## config.mk

```make
export PLATFORM = sky130hd
export DESIGN_NAME = dc_planar_hier_decider_flat
export DESIGN_NICKNAME = d
export VERILOG_FILES = /design/src/rtl/dc_planar_hier_decider_if.sv /design/src/rtl/dc_planar_hier_decider.sv /design/src/flat_wrapper.sv
export SDC_FILE = /design/constraint.sdc
export NUM_CORES = 1
export LEC_CHECK = 0
export CAP_MARGIN = 20
export CORE_ASPECT_RATIO = 0.5
export CORE_MARGIN = 2
export CORE_UTILIZATION = 57
export CTS_CLUSTER_SIZE = 8
export DETAILED_ROUTE_END_ITERATION = 16
export GPL_ROUTABILITY_DRIVEN = 0
export HOLD_SLACK_MARGIN = 0.03
export PLACE_DENSITY_LB_ADDON = 0.08
export SLEW_MARGIN = 40
export SYNTH_ARGS = -nofsm -noshare
export SYNTH_HDL_FRONTEND = slang
export SYNTH_SLANG_ARGS = --single-unit
```

## constraint.sdc

```tcl
create_clock -name clk -period 3.34 [get_ports clk]
set_input_delay 1.002 -clock clk [delete_from_list [all_inputs] [get_ports clk]]
set_output_delay 1.002 -clock clk [all_outputs]
set_load 0.02 [all_outputs]
```

## src/rtl/dc_planar_hier_decider_if.sv

```systemverilog
// dc_planar_hier_decider_if: gradient, thresholds, angular cost and final-mode bundle for the DC/planar decider
interface dc_planar_hier_decider_if #(
  parameter int GW = 11,
  parameter int MB_W = 22
);
  logic flush;
  logic g_valid;
  logic signed [GW-1:0] gx;
  logic signed [GW-1:0] gy;
  logic g_last;
  logic [3:0] blk_idx;
  logic [2:0] lvl_en;
  logic [GW+6:0] dc_thr8;
  logic [GW+8:0] dc_thr16;
  logic [GW+10:0] dc_thr32;
  logic cost_valid;
  logic [1:0] cost_lvl;
  logic [5:0] cost_mode;
  logic [MB_W+3:0] cost_sad;
  logic mode_valid;
  logic [1:0] mode_lvl;
  logic [5:0] mode_out;
  logic [1:0] mode_src;
  logic mode_err;
  logic ovf;
  modport master (
    output flush, g_valid, gx, gy, g_last, blk_idx, lvl_en, dc_thr8, dc_thr16, dc_thr32,
    output cost_valid, cost_lvl, cost_mode, cost_sad,
    input mode_valid, mode_lvl, mode_out, mode_src, mode_err, ovf
  );
  modport slave (
    input flush, g_valid, gx, gy, g_last, blk_idx, lvl_en, dc_thr8, dc_thr16, dc_thr32,
    input cost_valid, cost_lvl, cost_mode, cost_sad,
    output mode_valid, mode_lvl, mode_out, mode_src, mode_err, ovf
  );
endinterface

```

## src/rtl/dc_planar_hier_decider.sv

```systemverilog
// dc_planar_hier_decider: z-order 8/16/32 gradient activity accumulation and DC/planar/angular final mode decision
module dc_planar_hier_decider #(
  parameter int GW = 11,
  parameter int MB_W = 22,
  parameter int PLAN_SHIFT = 5,
  parameter logic [2:0] DEF_LVL_EN = 3'b111
) (
  input logic clk,
  input logic rstn,
  dc_planar_hier_decider_if.slave bus
);
  localparam int A8W = GW + 7;
  localparam int A16W = GW + 9;
  localparam int A32W = GW + 11;
  localparam int SW = MB_W + 4;
  localparam int CW = (SW > A32W + PLAN_SHIFT) ? SW : A32W + PLAN_SHIFT;
  logic [GW-1:0] w_ax, w_ay;
  logic [GW:0] w_a;
  logic [2:0] r_lvl_en;
  logic r_v1, r_last1, r_fin8, r_fin16;
  logic [3:0] r_idx1, r_idx2, r_idx3;
  logic [GW:0] r_a;
  logic [A8W-1:0] r_acc8, r_act8, w_sum8;
  logic [A16W-1:0] r_act16, w_ext8;
  logic [A32W-1:0] r_act32, w_ext16;
  logic [2:0] r_pend, w_fin, w_clr;
  logic [CW-1:0] w_act, w_thr;
  logic w_pnd, w_dc, w_pl;
  // the two's complement negate of the most negative value lands on 2^(GW-1) when read unsigned
  assign w_ax = bus.gx[GW-1] ? ~bus.gx + 1'b1 : bus.gx;
  assign w_ay = bus.gy[GW-1] ? ~bus.gy + 1'b1 : bus.gy;
  assign w_a = {1'b0, w_ax} + {1'b0, w_ay};
  assign w_sum8 = r_acc8 + {{(A8W-GW-1){1'b0}}, r_a};
  assign w_ext8 = {{(A16W-A8W){1'b0}}, r_act8};
  assign w_ext16 = {{(A32W-A16W){1'b0}}, r_act16};
  assign w_fin = {r_fin16 & (r_idx3 == 4'd15), r_fin8 & (r_idx2[1:0] == 2'd3), r_v1 & r_last1};
  assign w_clr = {3{bus.cost_valid}} & {bus.cost_lvl == 2'd2, bus.cost_lvl == 2'd1, bus.cost_lvl == 2'd0};
  assign w_pnd = |(w_clr & r_pend);
  assign w_act = (bus.cost_lvl == 2'd0) ? CW'(r_act8) : (bus.cost_lvl == 2'd1) ? CW'(r_act16) : CW'(r_act32);
  assign w_thr = (bus.cost_lvl == 2'd0) ? CW'(bus.dc_thr8) : (bus.cost_lvl == 2'd1) ? CW'(bus.dc_thr16) : CW'(bus.dc_thr32);
  assign w_dc = w_act < w_thr;
  assign w_pl = CW'(bus.cost_sad) > (w_act << PLAN_SHIFT);
  always_ff @(posedge clk or negedge rstn)
    if (!rstn) r_lvl_en <= DEF_LVL_EN;
    else r_lvl_en <= bus.lvl_en;
  always_ff @(posedge clk or negedge rstn) begin
    if (!rstn) begin
      {r_v1, r_last1, r_fin8, r_fin16, r_idx1, r_idx2, r_idx3, r_a} <= '0;
      {r_acc8, r_act8, r_act16, r_act32, r_pend, bus.ovf} <= '0;
    end else if (bus.flush) begin
      {r_v1, r_last1, r_fin8, r_fin16, r_idx1, r_idx2, r_idx3, r_a} <= '0;
      {r_acc8, r_act8, r_act16, r_act32, r_pend, bus.ovf} <= '0;
    end else begin
      r_v1 <= bus.g_valid;
      if (bus.g_valid) begin
        r_a <= w_a;
        r_last1 <= bus.g_last;
        r_idx1 <= bus.blk_idx;
      end
      if (r_v1) r_acc8 <= r_last1 ? '0 : w_sum8;
      if (w_fin[0]) begin
        r_act8 <= w_sum8;
        r_idx2 <= r_idx1;
      end
      r_fin8 <= w_fin[0];
      if (r_fin8) begin
        r_act16 <= (r_idx2[1:0] == 2'd0) ? w_ext8 : r_act16 + w_ext8;
        r_idx3 <= r_idx2;
      end
      r_fin16 <= w_fin[1];
      if (r_fin16) r_act32 <= (r_idx3 == 4'd3) ? w_ext16 : r_act32 + w_ext16;
      // a same-cycle decision consumes the old pend while the fresh activity re-arms it
      r_pend <= (r_pend & ~w_clr) | (w_fin & r_lvl_en);
      bus.ovf <= bus.ovf | (|(w_fin & r_pend));
    end
  end
  always_ff @(posedge clk or negedge rstn) begin
    if (!rstn) begin
      {bus.mode_valid, bus.mode_lvl, bus.mode_out, bus.mode_src, bus.mode_err} <= '0;
    end else if (bus.flush) begin
      {bus.mode_valid, bus.mode_lvl, bus.mode_out, bus.mode_src, bus.mode_err} <= '0;
    end else begin
      bus.mode_valid <= bus.cost_valid;
      bus.mode_err <= bus.cost_valid & ~w_pnd;
      if (bus.cost_valid) begin
        bus.mode_lvl <= bus.cost_lvl;
        bus.mode_src <= !w_pnd ? 2'd3 : w_dc ? 2'd1 : w_pl ? 2'd2 : 2'd0;
        bus.mode_out <= (w_pnd & w_dc) ? 6'd1 : (w_pnd & w_pl) ? 6'd0 : bus.cost_mode;
      end
    end
  end
endmodule
```

## src/flat_wrapper.sv

```systemverilog
// flat-port wrapper written by rule: the top's interface ports become plain ports
module dc_planar_hier_decider_flat 
#(
  parameter int GW = 11,
  parameter int MB_W = 22,
  parameter int PLAN_SHIFT = 5,
  parameter logic [2:0] DEF_LVL_EN = 3'b111
)
  (clk, rstn, bus_flush, bus_g_valid, bus_gx, bus_gy, bus_g_last, bus_blk_idx, bus_lvl_en, bus_dc_thr8, bus_dc_thr16, bus_dc_thr32, bus_cost_valid, bus_cost_lvl, bus_cost_mode, bus_cost_sad, bus_mode_valid, bus_mode_lvl, bus_mode_out, bus_mode_src, bus_mode_err, bus_ovf);
  dc_planar_hier_decider_if #(.GW(GW), .MB_W(MB_W)) bus_i ();
  input logic clk;
  input logic rstn;
  input wire logic [$bits(bus_i.flush)-1:0] bus_flush;
  input wire logic [$bits(bus_i.g_valid)-1:0] bus_g_valid;
  input wire logic [$bits(bus_i.gx)-1:0] bus_gx;
  input wire logic [$bits(bus_i.gy)-1:0] bus_gy;
  input wire logic [$bits(bus_i.g_last)-1:0] bus_g_last;
  input wire logic [$bits(bus_i.blk_idx)-1:0] bus_blk_idx;
  input wire logic [$bits(bus_i.lvl_en)-1:0] bus_lvl_en;
  input wire logic [$bits(bus_i.dc_thr8)-1:0] bus_dc_thr8;
  input wire logic [$bits(bus_i.dc_thr16)-1:0] bus_dc_thr16;
  input wire logic [$bits(bus_i.dc_thr32)-1:0] bus_dc_thr32;
  input wire logic [$bits(bus_i.cost_valid)-1:0] bus_cost_valid;
  input wire logic [$bits(bus_i.cost_lvl)-1:0] bus_cost_lvl;
  input wire logic [$bits(bus_i.cost_mode)-1:0] bus_cost_mode;
  input wire logic [$bits(bus_i.cost_sad)-1:0] bus_cost_sad;
  output wire logic [$bits(bus_i.mode_valid)-1:0] bus_mode_valid;
  output wire logic [$bits(bus_i.mode_lvl)-1:0] bus_mode_lvl;
  output wire logic [$bits(bus_i.mode_out)-1:0] bus_mode_out;
  output wire logic [$bits(bus_i.mode_src)-1:0] bus_mode_src;
  output wire logic [$bits(bus_i.mode_err)-1:0] bus_mode_err;
  output wire logic [$bits(bus_i.ovf)-1:0] bus_ovf;
  assign bus_i.flush = bus_flush;
  assign bus_i.g_valid = bus_g_valid;
  assign bus_i.gx = bus_gx;
  assign bus_i.gy = bus_gy;
  assign bus_i.g_last = bus_g_last;
  assign bus_i.blk_idx = bus_blk_idx;
  assign bus_i.lvl_en = bus_lvl_en;
  assign bus_i.dc_thr8 = bus_dc_thr8;
  assign bus_i.dc_thr16 = bus_dc_thr16;
  assign bus_i.dc_thr32 = bus_dc_thr32;
  assign bus_i.cost_valid = bus_cost_valid;
  assign bus_i.cost_lvl = bus_cost_lvl;
  assign bus_i.cost_mode = bus_cost_mode;
  assign bus_i.cost_sad = bus_cost_sad;
  assign bus_mode_valid = bus_i.mode_valid;
  assign bus_mode_lvl = bus_i.mode_lvl;
  assign bus_mode_out = bus_i.mode_out;
  assign bus_mode_src = bus_i.mode_src;
  assign bus_mode_err = bus_i.mode_err;
  assign bus_ovf = bus_i.ovf;
  dc_planar_hier_decider #(.GW(GW), .MB_W(MB_W), .PLAN_SHIFT(PLAN_SHIFT), .DEF_LVL_EN(DEF_LVL_EN)) u_core (.clk(clk), .rstn(rstn), .bus(bus_i));
endmodule
```

==> metrics.log, run 1 <==
[metrics] status: complete, no violations
[metrics] final core occ: 74.5%
[metrics] total count of hold-check failures in the final report: 0
[metrics] count of H-tree levels built during CTS: 4
[metrics] full die area: 19600 sq um
[metrics] # DRC: 0
[metrics] count of antenna-violating nets left after detailed routing: 0
[metrics] placed cells: 1653
[metrics] main combinational cell family by area after synthesis: compound AO/OA/AOI/OAI gates
[metrics] headroom to the max-slew limit: 49.3%
[metrics] die extent in x: 196 um
[metrics] sequence of cells on the critical path: clkdlybuf4s50_1 > or3_4 > or3_4 > nand2_2 > xnor2_1 > ha_1 > buf_6 > nand4_1 > and3_1 > or3_1
[metrics] number of violations of the max-capacitance limit: 0
[metrics] pin count of the biggest net entering global routing: 57
[metrics] wire length per cell after detailed routing: 17.6 um
[metrics] leading cell type in the layout, fill and taps excluded: nand2_1
[metrics] critical path peak fanout: 3
[metrics] Synth Net Count: 1474
[metrics] period utilization: 99.0%
[metrics] total number of clock tree sinks: 125
[metrics] share of the yosys chip area belonging to registers: 29.8%
[metrics] layout cells sized above 1: 13.2%
[metrics] final design area excluding fillers: 13600 sq um
[metrics] Pins Over Slew Limit: 0
[metrics] start point of the critical path: bus_gy[5]
[metrics] Die Ht: 100 um
[metrics] family with the most delay on the worst path: simple AND/OR/NAND/NOR gates
[metrics] adder-cell share of the synthesized area: 13.3%
[metrics] total power: 4670 uW
[metrics] kind of critical path: primary input to flip-flop
[metrics] fraction of registers with async set/reset: 100%
[metrics] Std-Cell Core Area: 18200 sq um
[metrics] area share of xor/xnor cells in the synthesized design: 5.26%
[metrics] arrival time at the worst endpoint: 3.60 ns
[metrics] layout filler cell count: 1339
[metrics] Synth Flop Type: dfrtp_1
[metrics] synthesized instance count: 1236
[metrics] I/O Pins: 142
[metrics] count of non-filler cells in the finished layout: 1690
[metrics] unique cell type count in the Yosys netlist: 82
[metrics] Setup-failing EPs final: 0
[metrics] Mean Syn Cell Area: 8.49 sq um
[metrics] Worst Hold Margin: 0.496 ns
[metrics] antenna diode count: 0
[metrics] multiplexer share of the synthesized area: 5.84%
[metrics] Initial Utilization: 57.6%
[metrics] worst IR drop on VDD: 0.000369 V
[metrics] number of detailed-route iterations in the first pass: 5
[metrics] compound-gate portion of the synthesized area: 23.6%
[metrics] leakage power summed over all cells: 0.00633 uW
[metrics] minimum clock period after layout: 3.31 ns
[metrics] CTS buffer count: 17
[metrics] Worst Clk Skew: 0.0124 ns
[metrics] count of input and output buffers: 141
[metrics] number of global-route vias before repair: 9867
[metrics] post-synthesis simple-gate area fraction: 18.2%
[metrics] Setup crit start kind: primary input
[metrics] Seq cells post-synth: 125
[metrics] count of flip-flops with a built-in enable after synthesis: 0
[metrics] total track usage: 30.1%
[metrics] RSZ-0062 raised after global routing: yes
[metrics] leading cell types in the layout, fill and taps excluded: nand2_1 (145), clkdlybuf4s50_1 (129), dfrtp_1 (121)
[metrics] Remaining Overflow, GRT: 0
[metrics] Syn. warnings: 0
[metrics] TritonCTS clock tree: built
[metrics] layout overhead on the synthesized area: 29.3%
[metrics] worst hold path class: flip-flop to flip-flop
[metrics] startpoint of the most critical hold path: u_core.bus.mode_out[4]
[metrics] FF-to-FF Start: u_core.r_act16[0]
[metrics] number of cell rows: 35
[metrics] areal power density over the cells: 344 nW/um^2
[metrics] global-route wire length before repair: 47.6 mm
[metrics] Bufs and invs on worst path: 2
[metrics] wire length after detailed routing: 29.7 mm
[metrics] clock insertion delay at the later pin of the skew report: 0.43 ns
[metrics] total number of vias: 10165
[metrics] register clock-pin slew on the reported worst setup and hold paths: 0.06 ns
[metrics] delay of the slowest cell on the worst path: 0.45 ns
[metrics] type of destination of the critical path: flip-flop
[metrics] Syn Std Cell Area: 10500 sq um
[metrics] nets@finish: 1675
[metrics] slowest stage cell, crit path: clkdlybuf4s50_1
[metrics] Bufs on Longest Clock Path: 2
[metrics] half-perimeter wire length after detailed placement: 22.4 mm
[metrics] Iteration-0 DRC Markers: 713
[metrics] vias per cell: 6.01
[metrics] peak clock frequency supported by timing: 302 MHz
[metrics] Critical Path RT: 3.63 ns
[metrics] initial antenna violation count: 0
[metrics] cell at the root of the clock tree: clkbuf_16
[metrics] area post-placement: 12700 sq um
[metrics] Critical Path Most Common Cell: or3_4
[metrics] Worst-Margin Slew: 0.760 ns
-- sequential cells by signal, indices dropped and copies added, names as in the netlist, 6 cells and up --
signal and count:
u_core.r_act32 22, u_core.r_act16 20, u_core.r_acc8 18, u_core.r_act8 18, u_core.r_a 12, u_core.bus.mode_out 6
-- path summary, 6_finish.rpt --
kind	to	slack (ns)	cells after the start
setup / recovery	u_core.r_a[9]	0.03	10
hold / removal	u_core.bus.mode_out[4]	0.50	2
setup reg to reg	u_core.r_act32[20]	0.21	9
hold reg to reg	u_core.bus.mode_out[4]	0.50	2
max in group asynchronous	u_core.r_fin8	1.93	2
min in group asynchronous	u_core.r_a[3]	0.55	1
-- what timing repair did --
| action | 4_1_cts | 5_1_grt |
|---|---|---|
| setup endpoints to repair | 3 | 12 |
| gates cloned | 0 | 1 |
| resized for setup | 10 | 37 |
| buffers inserted | 1 | 3 |
| pin swaps | 2 | 12 |
| hold buffers | 0 | 0 |
-- power breakdown --
part / internal (uW) / switching (uW) / total [uW]
registers: 1570 / 45.3 / 1610
logic: 501 / 468 / 970
clock network: 1370 / 720 / 2090
-- synth_stat cells, types with 4 or more instances --
library cell / count / share of area [%]
dfrtp_1: 122 / 29
mux2i_1: 59 / 5.6
o21a_1: 15 / 1.1
buf_1: 12 / 0.43
and2_1: 10 / 0.60
nand3_1: 23 / 1.1
xor2_1: 19 / 1.6
o21ai_0: 61 / 2.9
or4_1: 4 / 0.29
a311oi_1: 20 / 1.7
nor2b_1: 15 / 0.89
buf_2: 4 / 0.19
inv_1: 48 / 1.7
a32oi_1: 5 / 0.42
nand2_1: 148 / 5.3
o21bai_1: 10 / 0.72
nor2_1: 118 / 4.2
a31oi_1: 13 / 0.77
or3_1: 22 / 1.3
a21oi_1: 100 / 4.8
ha_1: 105 / 13
a21o_1: 29 / 2.1
o211ai_1: 6 / 0.43
clkbuf_1: 42 / 1.5
nand2b_1: 10 / 0.60
xnor2_1: 44 / 3.7
a22o_1: 11 / 0.92
nor3_1: 20 / 0.95
fa_1: 4 / 0.76
and3_1: 8 / 0.48
o31ai_1: 12 / 0.86
o22ai_1: 6 / 0.36
o21ai_1: 7 / 0.33
nand4_1: 10 / 0.60
a41oi_1: 4 / 0.33
a211oi_1: 16 / 1.1
a22oi_1: 5 / 0.36
-- worst register-to-register path, stage by stage (launching register included) --
cell	delay, ns
dfrtp_1	0.46
ha_1	0.27
fa_1	0.45
a211oi_2	0.29
o21bai_2	0.15
o41ai_4	0.41
o41ai_4	0.19
a221oi_1	0.41
mux2i_1	0.27
o21ai_0	0.11
-- area by class of cell --
cell class	count	area, sq um	share of cell area [%]
clock buffers	19	453	3.34
clock inverters	13	210	1.55
inverters	49	184	1.36
multi-input cells	1003	7050	51.9
flip-flops and latches	125	3130	23.1
well taps	240	300	2.21
repair buffers	241	2240	16.5
-- metal layers --
layer	GRT usage, %	vias up	routed length, um
met2	50.3	347	13600
met4	7.69	0	417
met3	5.71	45	2080
li1	-	4920	-
met1	40.8	4853	13600
met5	0	-	0
-- kinds of logic (layout without fill, tap and decap cells) --
family,after synthesis,after routing
buffers and inverters,108,322
AO/OA/AOI/OAI,362,362
adder cells (fa/ha/maj),109,109
AND/OR/NAND/NOR,408,408
XOR/XNOR,63,63
flip-flops,125,125
multiplexers,61,61
-- per-stage QoR --
| stage | setup TNS, ns | setup WS, ns |
|---|---|---|
| finish | 0 | 0.0337 |
| global route | -0.139 | -0.0985 |
| CTS | -0.0122 | -0.0122 |
| detailed placement | -5.25 | -0.574 |
| global placement | -4.36 | -0.454 |
| floorplan | 0 | 0.00100 |
Note: power is estimated with default switching activity, not from simulation.
==> run 2: changes to the inputs <==
--- a/config.mk
+++ b/config.mk
@@ -6,9 +6,11 @@
 export NUM_CORES = 1
 export LEC_CHECK = 0
 export CAP_MARGIN = 20
+export CELL_PAD_IN_SITES_DETAIL_PLACEMENT = 1
+export CELL_PAD_IN_SITES_GLOBAL_PLACEMENT = 1
 export CORE_ASPECT_RATIO = 0.5
 export CORE_MARGIN = 2
-export CORE_UTILIZATION = 57
+export CORE_UTILIZATION = 43
 export CTS_CLUSTER_SIZE = 8
 export DETAILED_ROUTE_END_ITERATION = 16
 export GPL_ROUTABILITY_DRIVEN = 0
==> metrics.log, run 2 (synthesis results as in run 1) <==
[metrics] wire length per cell after detailed routing: 19.7 um (was 17.6 um)
[metrics] full die area: 25800 sq um (was 19600 sq um)
[metrics] die extent in x: 225 um (was 196 um)
[metrics] half-perimeter wire length after detailed placement: 25.6 mm (was 22.4 mm)
[metrics] number of violations of the max-capacitance limit: 0 (unchanged)
[metrics] sequence of cells on the critical path: dlygate4sd2_1 > inv_2 > ha_4 > nand2_1 > or3_4 > or3_4 > nand2_2 > xnor2_1 > ha_1 > and2_4 > a31oi_4 > a2111oi_4 > or3_1 (was clkdlybuf4s50_1 > or3_4 > or3_4 > nand2_2 > xnor2_1 > ha_1 > buf_6 > nand4_1 > and3_1 > or3_1)
[metrics] layout filler cell count: 2822 (was 1339)
[metrics] Pins Over Slew Limit: 0 (unchanged)
[metrics] slowest stage cell, crit path: or3_4 (was clkdlybuf4s50_1)
[metrics] number of flip-flops under the largest register name: 22 (unchanged)
[metrics] status: complete, no violations (unchanged)
[metrics] initial antenna violation count: 0 (unchanged)
[metrics] total number of vias: 10251 (was 10165)
[metrics] I/O Pins: 142 (unchanged)
[metrics] critical path peak fanout: 3 (unchanged)
[metrics] Initial Utilization: 43.8% (was 57.6%)
[metrics] CTS buffer count: 17 (unchanged)
[metrics] cell at the root of the clock tree: clkbuf_16 (unchanged)
[metrics] Setup crit start kind: primary input (unchanged)
[metrics] Worst-Margin Slew: 0.736 ns (was 0.760 ns)
[metrics] number of detailed-route iterations in the first pass: 5 (unchanged)
[metrics] Std-Cell Core Area: 24000 sq um (was 18200 sq um)
[metrics] CTS Hold Buffers Added: 0 (unchanged)
[metrics] final core occ: 57.3% (was 74.5%)
[metrics] peak clock frequency supported by timing: 303 MHz (was 302 MHz)
[metrics] leading cell type in the layout, fill and taps excluded: nand2_1 (unchanged)
[metrics] areal power density over the cells: 332 nW/um^2 (was 344 nW/um^2)
[metrics] register clock-pin slew on the reported worst setup and hold paths: 0.06 ns (about the same)
[metrics] area post-placement: 12800 sq um (was 12700 sq um)
[metrics] Die Ht: 114 um (was 100 um)
[metrics] register ranked first by flip-flop count: u_core.r_act32 (unchanged)
[metrics] Critical Path Most Common Cell: or3_4 (unchanged)
[metrics] Critical Path RT: 3.65 ns (was 3.63 ns)
[metrics] count of H-tree levels built during CTS: 4 (unchanged)
[metrics] number of global-route vias before repair: 10740 (was 9867)
[metrics] nets@finish: 1678 (was 1675)
[metrics] wire length after detailed routing: 34.9 mm (was 29.7 mm)
[metrics] pin count of the biggest net entering global routing: 126 (was 57)
[metrics] vias per cell: 5.80 (was 6.01)
[metrics] family with the most delay on the worst path: simple AND/OR/NAND/NOR gates (unchanged)
[metrics] registers with the most flip-flops: u_core.r_act32: 22 flops, u_core.r_act16: 20 flops (unchanged)
[metrics] count of non-filler cells in the finished layout: 1768 (was 1690)
[metrics] number of cell rows: 40 (was 35)
[metrics] Bufs on Longest Clock Path: 2 (unchanged)
[metrics] leading cell types in the layout, fill and taps excluded: nand2_1 (146), clkdlybuf4s50_1 (129), dfrtp_1 (122) (was nand2_1 (145), clkdlybuf4s50_1 (129), dfrtp_1 (121))
[metrics] Setup-failing EPs final: 0 (unchanged)
[metrics] worst IR drop on VDD: 0.000246 V (was 0.000369 V)
[metrics] worst hold path class: flip-flop to flip-flop (unchanged)
[metrics] total track usage: 27.1% (was 30.1%)
[metrics] delay of the slowest cell on the worst path: 0.38 ns (was 0.45 ns)
[metrics] pre-CTS setup slack: -0.624 ns (was -0.574 ns)
[metrics] kind of critical path: primary input to flip-flop (unchanged)
[metrics] clock insertion delay at the later pin of the skew report: 0.44 ns (was 0.43 ns)
[metrics] layout overhead on the synthesized area: 30.9% (was 29.3%)
[metrics] count of antenna-violating nets left after detailed routing: 0 (unchanged)
[metrics] minimum clock period after layout: 3.30 ns (was 3.31 ns)
[metrics] period utilization: 98.7% (was 99.0%)
[metrics] final design area excluding fillers: 13700 sq um (was 13600 sq um)
[metrics] placed cells: 1729 (was 1653)
[metrics] area of combinational cells with multiple inputs: 7170 sq um (was 7050 sq um)
[metrics] Bufs and invs on worst path: 2 (unchanged)
[metrics] arrival time at the worst endpoint: 3.61 ns (was 3.60 ns)
[metrics] antenna diode count: 0 (unchanged)
[metrics] count of input and output buffers: 141 (unchanged)
[metrics] total count of hold-check failures in the final report: 0 (unchanged)
[metrics] Iteration-0 DRC Markers: 576 (was 713)
[metrics] layout cells sized above 1: 14.1% (was 13.2%)
[metrics] leakage power summed over all cells: 0.00631 uW (was 0.00633 uW)
[metrics] storage element area: 3130 sq um (about the same)
[metrics] post-layout worst setup margin: 0.0429 ns (was 0.0337 ns)
[metrics] RSZ-0062 raised after global routing: yes (unchanged)
[metrics] Worst Clk Skew: 0.0122 ns (was 0.0124 ns)
[metrics] TritonCTS clock tree: built (unchanged)
[metrics] Remaining Overflow, GRT: 0 (unchanged)
[metrics] # DRC: 0 (unchanged)
[metrics] total number of clock tree sinks: 125 (unchanged)
[metrics] headroom to the max-slew limit: 50.8% (was 49.3%)
[metrics] global-route wire length before repair: 55.4 mm (was 47.6 mm)
[metrics] Worst Hold Margin: 0.505 ns (was 0.496 ns)
[metrics] type of destination of the critical path: flip-flop (unchanged)
==> run 2: stage by stage <==
step                      total power [uW]  TNS, ns
final                                 4570        0
after global routing                  4760   -0.155
after CTS                             4550  -0.0186
after detailed placement              2600    -6.42
after global placement                2560    -5.05
after floorplan                       2110        0
==> run 2: worst paths after layout <==
| kind | start | endpoint | slack [ns] | cells past startpoint |
|---|---|---|---|---|
| max reg2reg | u_core.r_act16[0] | u_core.r_act32[20] | 0.28 | 9 |
| min in group asynchronous | rstn | u_core.r_acc8[4] | 0.65 | 2 |
| max | bus_gx[1] | u_core.r_a[9] | 0.04 | 13 |
| min | u_core.r_acc8[9] | u_core.r_acc8[9] | 0.51 | 2 |
| max in group asynchronous | rstn | u_core.bus.mode_src[0] | 2.13 | 2 |
| min reg2reg | u_core.r_acc8[9] | u_core.r_acc8[9] | 0.51 | 2 |
==> run 2: layout make-up <==
| cell class | instances | area share (%) |
|---|---|---|
| multi-input cells | 1003 | 52.2 |
| flip-flops and latches | 125 | 22.8 |
| repair buffers | 244 | 16.4 |
| clock buffers | 19 | 3.22 |
| well taps | 315 | 2.87 |
| inverters | 49 | 1.34 |
| clock inverters | 13 | 1.20 |
==> run 2: worst reg2reg max path, cell delays in order, from the launching register on <==
cell and delay, ns:
dfrtp_1 0.43, ha_1 0.27, fa_1 0.47, a211oi_2 0.31, o21bai_2 0.17, o41ai_4 0.38
o41ai_4 0.18, a221oi_1 0.38, mux2i_1 0.22, o21ai_0 0.10
==> run 2: timing repair <==
item                                    in CTS  in global routing
pin swaps                                    8                 15
resized for setup                           18                 48
setup buffers                                1                  5
endpoints found under the setup margin       8                 13
gates cloned                                 0                  1
==> run 2: power breakdown <==
part           total, uW  switching, uW  internal, uW
Sequential          1610           46.6          1570
Clock               1940            740          1200
Combinational       1020            501           515
==> run 2: metal layers <==
metal	GRT usage, %	wire (um)
met3	5.77	1770
met5	0	0
met4	5.21	357
met2	47.3	16900
met1	34.9	15800
